## config.mk

```make
export PLATFORM = sky130hd
export DESIGN_NAME = instr_encoder
export DESIGN_NICKNAME = d
export VERILOG_FILES = /design/src/rtl/mips_pkg.sv /design/src/rtl/instr_word_pack.sv /design/src/rtl/instr_encoder.sv
export SDC_FILE = /design/constraint.sdc
export NUM_CORES = 1
export LEC_CHECK = 0
export ABC_AREA = 1
export CAP_MARGIN = 20
export CORE_MARGIN = 3
export CORE_UTILIZATION = 52
export DETAILED_ROUTE_END_ITERATION = 16
export HOLD_SLACK_MARGIN = 0.03
export PLACE_DENSITY = 0.87
export SETUP_SLACK_MARGIN = 0.2
export SYNTH_ARGS = -nofsm -noshare
export SYNTH_HDL_FRONTEND = slang
export SYNTH_SLANG_ARGS = --single-unit
```

## constraint.sdc

```tcl
create_clock -name clk -period 8.37 [get_ports clk]
set_input_delay 2.0925 -clock clk [delete_from_list [all_inputs] [get_ports clk]]
set_output_delay 2.0925 -clock clk [all_outputs]
set_load 0.01 [all_outputs]
```

## src/rtl/mips_pkg.sv

```systemverilog
// mips_pkg: shared MIPS instruction classes, opcode/func constants and encoder state type
// Used by instr_word_pack, instr_encoder and the control decoder.
package mips_pkg;

    typedef enum logic [3:0] {
        CL_ADD  = 4'd0,
        CL_AND  = 4'd1,
        CL_OR   = 4'd2,
        CL_SLT  = 4'd3,
        CL_SLL  = 4'd4,
        CL_JR   = 4'd5,
        CL_ADDI = 4'd6,
        CL_ORI  = 4'd7,
        CL_LW   = 4'd8,
        CL_SW   = 4'd9,
        CL_BEQ  = 4'd10,
        CL_J    = 4'd11,
        CL_JAL  = 4'd12
    } instr_class_e;

    localparam logic [5:0] OP_RTYPE = 6'b000000;
    localparam logic [5:0] OP_ADDI  = 6'b001000;
    localparam logic [5:0] OP_ORI   = 6'b001101;
    localparam logic [5:0] OP_LW    = 6'b100011;
    localparam logic [5:0] OP_SW    = 6'b101011;
    localparam logic [5:0] OP_BEQ   = 6'b000100;
    localparam logic [5:0] OP_J     = 6'b000010;
    localparam logic [5:0] OP_JAL   = 6'b000011;

    localparam logic [5:0] FN_ADD = 6'b100000;
    localparam logic [5:0] FN_AND = 6'b100100;
    localparam logic [5:0] FN_OR  = 6'b100101;
    localparam logic [5:0] FN_SLT = 6'b101010;
    localparam logic [5:0] FN_SLL = 6'b000000;
    localparam logic [5:0] FN_JR  = 6'b001000;

    typedef enum logic [1:0] {
        S_IDLE  = 2'd0,
        S_LOAD  = 2'd1,
        S_DRAIN = 2'd2
    } enc_state_e;

    // Classes above JAL have no encoding and are rejected by the packer.
    function automatic logic class_known(input logic [3:0] cls);
        return cls <= 4'(CL_JAL);
    endfunction

endpackage

```

## src/rtl/instr_word_pack.sv

```systemverilog
// instr_word_pack: combinational packing of an instruction class plus fields into a 32-bit MIPS word
// Ports: cls (class), rs/rt/rd/shamt, imm, target in; word (encoded instruction), valid (class known) out.
module instr_word_pack
    import mips_pkg::*;
(
    input  logic [3:0]  cls,
    input  logic [4:0]  rs,
    input  logic [4:0]  rt,
    input  logic [4:0]  rd,
    input  logic [4:0]  shamt,
    input  logic [15:0] imm,
    input  logic [25:0] target,
    output logic [31:0] word,
    output logic        valid
);

    always_comb begin
        word  = '0;
        valid = class_known(cls);
        case (cls)
            CL_ADD:  word = {OP_RTYPE, rs, rt, rd, shamt, FN_ADD};
            CL_AND:  word = {OP_RTYPE, rs, rt, rd, shamt, FN_AND};
            CL_OR:   word = {OP_RTYPE, rs, rt, rd, shamt, FN_OR};
            CL_SLT:  word = {OP_RTYPE, rs, rt, rd, shamt, FN_SLT};
            // Shifts take their source from rt; the rs slot is architecturally zero.
            CL_SLL:  word = {OP_RTYPE, 5'd0, rt, rd, shamt, FN_SLL};
            CL_JR:   word = {OP_RTYPE, rs, 15'd0, FN_JR};
            CL_ADDI: word = {OP_ADDI, rs, rt, imm};
            CL_ORI:  word = {OP_ORI, rs, rt, imm};
            CL_LW:   word = {OP_LW, rs, rt, imm};
            CL_SW:   word = {OP_SW, rs, rt, imm};
            CL_BEQ:  word = {OP_BEQ, rs, rt, imm};
            CL_J:    word = {OP_J, target};
            CL_JAL:  word = {OP_JAL, target};
            default: word = '0;
        endcase
    end

endmodule

```

## src/rtl/instr_encoder.sv

```systemverilog
// instr_encoder: streams encoded MIPS instructions into an instruction memory, one word per cycle
// Ports: clk, reset (sync, active-high); start/base_addr/max_words open a session;
// in_valid/in_ready handshake with in_class, in_rs/rt/rd/shamt, in_imm, in_target, in_last;
// imem_we/imem_addr/imem_wdata memory write port; busy, done (pulse), overflow and
// bad_class (sticky), word_count (words written this session).
module instr_encoder
    import mips_pkg::*;
(
    input  logic        clk,
    input  logic        reset,
    input  logic        start,
    input  logic [31:0] base_addr,
    input  logic [7:0]  max_words,
    input  logic        in_valid,
    output logic        in_ready,
    input  logic [3:0]  in_class,
    input  logic [4:0]  in_rs,
    input  logic [4:0]  in_rt,
    input  logic [4:0]  in_rd,
    input  logic [4:0]  in_shamt,
    input  logic [15:0] in_imm,
    input  logic [25:0] in_target,
    input  logic        in_last,
    output logic        imem_we,
    output logic [31:0] imem_addr,
    output logic [31:0] imem_wdata,
    output logic        busy,
    output logic        done,
    output logic        overflow,
    output logic        bad_class,
    output logic [8:0]  word_count
);

    enc_state_e  state;
    logic [31:0] next_addr;
    logic [8:0]  limit;
    logic [31:0] word;
    logic        word_ok;
    logic [9:0]  inflight;
    logic        accept;
    logic        fills;

    instr_word_pack u_pack (
        .cls    (in_class),
        .rs     (in_rs),
        .rt     (in_rt),
        .rd     (in_rd),
        .shamt  (in_shamt),
        .imm    (in_imm),
        .target (in_target),
        .word   (word),
        .valid  (word_ok)
    );

    // word_count only commits once a write has been presented, so the write
    // currently on the port is counted here to keep in_ready exact.
    assign inflight = {1'b0, word_count} + {9'd0, imem_we};
    assign in_ready = (state == S_LOAD) && (inflight < {1'b0, limit});
    assign accept   = in_valid && in_ready;
    assign fills    = (inflight + 10'd1) == {1'b0, limit};
    assign busy     = state != S_IDLE;

    always_ff @(posedge clk) begin
        if (reset) begin
            state      <= S_IDLE;
            next_addr  <= '0;
            limit      <= '0;
            imem_we    <= 1'b0;
            imem_addr  <= '0;
            imem_wdata <= '0;
            done       <= 1'b0;
            overflow   <= 1'b0;
            bad_class  <= 1'b0;
            word_count <= '0;
        end else begin
            imem_we <= 1'b0;
            done    <= 1'b0;
            if (imem_we) word_count <= word_count + 9'd1;
            case (state)
                S_IDLE: begin
                    if (start) begin
                        next_addr  <= base_addr;
                        limit      <= (max_words == 8'd0) ? 9'd256 : {1'b0, max_words};
                        word_count <= '0;
                        overflow   <= 1'b0;
                        bad_class  <= 1'b0;
                        state      <= S_LOAD;
                    end
                end
                S_LOAD: begin
                    if (accept) begin
                        if (word_ok) begin
                            imem_we    <= 1'b1;
                            imem_addr  <= next_addr;
                            imem_wdata <= word;
                            next_addr  <= next_addr + 32'd4;
                        end else begin
                            bad_class <= 1'b1;
                        end
                        // Filling the limit on the in_last beat is a clean finish, not an overflow.
                        if (in_last) begin
                            state <= S_DRAIN;
                        end else if (word_ok && fills) begin
                            overflow <= 1'b1;
                            state    <= S_DRAIN;
                        end
                    end
                end
                S_DRAIN: begin
                    // The final write is on the port during this cycle; it completes at this edge.
                    done  <= 1'b1;
                    state <= S_IDLE;
                end
                default: state <= S_IDLE;
            endcase
        end
    end

endmodule

```

==> run metrics <==
outcome complete, no violations; grt total ovfl 0; Core ar. 12100 sq um; CP arrival around 3.4 ns; most frequent cells in the layout nand2_1 (239), clkdlybuf4s50_1 (188), nor2_1 (156); RSZ-0062 raised after global routing no; fmax roughly 0.18 GHz; H-tree depth 4; fin crit period around 5.5 ns; largest net degree at the start of global routing 81; reg2reg setup slack 4.29 ns; Finished Cell Area ~9000 sq um; worst reg2reg path endpoint imem_wdata[0]; Area Overhead vs Synth 39.0%; DRT iter0 DRCs 590; TritonCTS clock tree built; clock latency on the worst-skew pair 0.42 ns; crit path capture type output pin; average size of a mapped cell approximately 6.5 sq um; PortBufs 188; fill count between 900 and 1000; DRC 0; max cap viols 0; Num CTS Buffers 17; first-pass GRT wire length 32800 um; CTS clk-pin slew, worst paths approximately 0.050 ns; Chip Width approximately 120 um; Diodes inserted 0; number of hold buffers added after cts 0; syn_nets approximately 1100; worst-case reg-to-reg path depth 18; initial antenna violation count 0; crit path launch imem_we; leading cell type in the layout, fill and taps excluded nand2_1; vias in the first global route 6875; fin crit share 0.654; P_leak approximately 3.8 nW; wire per inst 14.9 um; kind of critical path flip-flop to output pin; Max Slew Vio Count 0; CTS max path bufs 2; DRT antenna net count 0; Netlist cell types 38; Power Dens Cells about 250 nW/um^2; Synth Flop Type dfxtp_1; routed wire length ~20000 um; worst slew pin tran 0.782 ns; final setup fails 0; # resized after CTS 0; Post-synth ARST share 0; Seq/Total Area, Yosys 0.366; die area about 14000 sq um; clk sinks around 120; post-CTS setup buffer count 0; Max-Slew Margin vs Limit 0.476; Crit Reg-Reg Startpoint imem_we; Yosys Warn Count 0; register area 2380 sq um; TNS Setup 0 ns; total track usage 0.287; end point of the critical path in_ready; clk_skew 0.00860 ns; Initial Util 0.537; worst min path class flip-flop to flip-flop; final hold violation count 0; Netlist Area Pre-Place 6510 sq um; number of synthesized register bits between 100 and 150; peak supply drop ~180 uV; Tot Pwr about 2.3 mW; DPL Wire Length 14300 um; layout cell share with drive strength beyond 1 0.0398; crit path launch type flip-flop; FP Rows 40; post-synthesis cell count about 1000; Post-synth EDFFs 0; I/O pin total 190; GPL Wtd Cong between 0.9 and 1; footprint of the multi-input gates 3570 sq um; Root Driver clkbuf_16; area post-placement between 8000 and 9000 sq um; NumNets Final 1294; DR vias/cell 5.34; total number of vias 7215; DRT Pass-1 Iters 6; Req. time, crit path 6.28 ns; CP max FO 6; die height about 120 um
-- metrics by stage --
stage / hold slack (ns) / cells / utilization / worst slack [ns]
finish: 0.457 / 1350 / 0.747 / 2.90
global placement: 0.438 / 1316 / 0.695 / 3.39
CTS: 0.461 / 1348 / 0.743 / 2.93
floorplan: 0.450 / 1001 / - / 4.04
global route: 0.474 / 1350 / 0.747 / 2.55
detailed placement: 0.453 / 1316 / 0.695 / 3.30
-- sequential cells by signal (all words and copies together) (netlist names) --
| signal | count |
|---|---|
| word_count | 9 |
| imem_we | 1 |
| state | 2 |
| imem_wdata | 31 |
| next_addr | 32 |
| imem_addr | 32 |
| overflow | 1 |
| done | 1 |
| limit | 9 |
| bad_class | 1 |
-- kinds of logic after synthesis --
kind of cell / after synthesis / synth area share
other: 1 / 0.000576
adder cells (fa/ha/maj): 14 / 0.0269
XOR/XNOR: 28 / 0.0377
AND/OR/NAND/NOR: 494 / 0.311
flip-flops: 119 / 0.366
multiplexers: 2 / 0.00308
AO/OA/AOI/OAI: 208 / 0.169
buffers and inverters: 135 / 0.0858
-- cell type report --
class | count | share of cell area
multi-input cells | 747 | 0.395
flip-flops and latches | 119 | 0.263
repair buffers | 195 | 0.218
clock buffers | 24 | 0.0533
inverters | 89 | 0.0369
well taps | 168 | 0.0232
clock inverters | 8 | 0.0107
-- Yosys cell counts (2+ instances only) --
library cell	number	area share
a211oi_1	3	0.0035
a21oi_1	77	0.059
a221oi_1	2	0.0027
a22oi_1	8	0.0092
a31oi_1	3	0.0029
buf_2	11	0.0085
buf_4	6	0.0069
buf_6	2	0.0035
clkbuf_1	26	0.015
clkinv_1	3	0.0017
dfxtp_1	119	0.37
ha_1	14	0.027
inv_1	85	0.049
mux2i_1	2	0.0031
nand2_1	239	0.14
nand3_1	63	0.048
nand4_1	11	0.011
nor2_1	156	0.090
nor2_2	4	0.0038
nor3_1	12	0.0092
nor4_1	4	0.0038
o21ai_0	109	0.084
xor2_1	27	0.036
-- metal layers --
metal,GRT usage,share of wire,vias up
met5,0,0,-
met4,0.132,0.029,0
met3,0.0841,0.085,45
met2,0.487,0.49,314
met1,0.335,0.40,3244
li1,-,-,3612
-- how the worst min path moves through the flow --
stage / start / slack, ns / cells past startpoint / endpoint
3_3_place_gp: overflow / 0.44 / 2 / overflow
2_1_floorplan: next_addr[0] / 0.45 / 2 / imem_addr[0]
6_report: overflow / 0.46 / 2 / overflow
5_1_grt: overflow / 0.47 / 2 / overflow
4_1_cts: overflow / 0.46 / 2 / overflow
3_5_place_dp: overflow / 0.45 / 2 / overflow
-- report_power, final --
| part | switching, mW | leakage, nW | internal, mW | total, mW |
|---|---|---|---|---|
| sequential | 0.0966 | 0.973 | 0.690 | 0.787 |
| clock | 0.252 | 0.284 | 0.460 | 0.711 |
| combinational | 0.455 | 2.56 | 0.318 | 0.774 |
| total | 0.804 | 3.82 | 1.47 | 2.27 |
-- worst max-delay path, stage by stage, from the launching register on --
cell and delay, ns:
dfxtp_1 0.42, ha_1 0.24, ha_1 0.20, nand2_1 0.09, o21ai_0 0.29, inv_1 0.17, ha_1 0.29, nand2_1 0.07
nor2_1 0.05, a211oi_1 0.18, nor2_1 0.10, nor2_2 0.11, nand2_1 0.07, nor2_1 0.13, clkdlybuf4s50_1 0.57
Note: power is estimated with default switching activity, not from simulation.
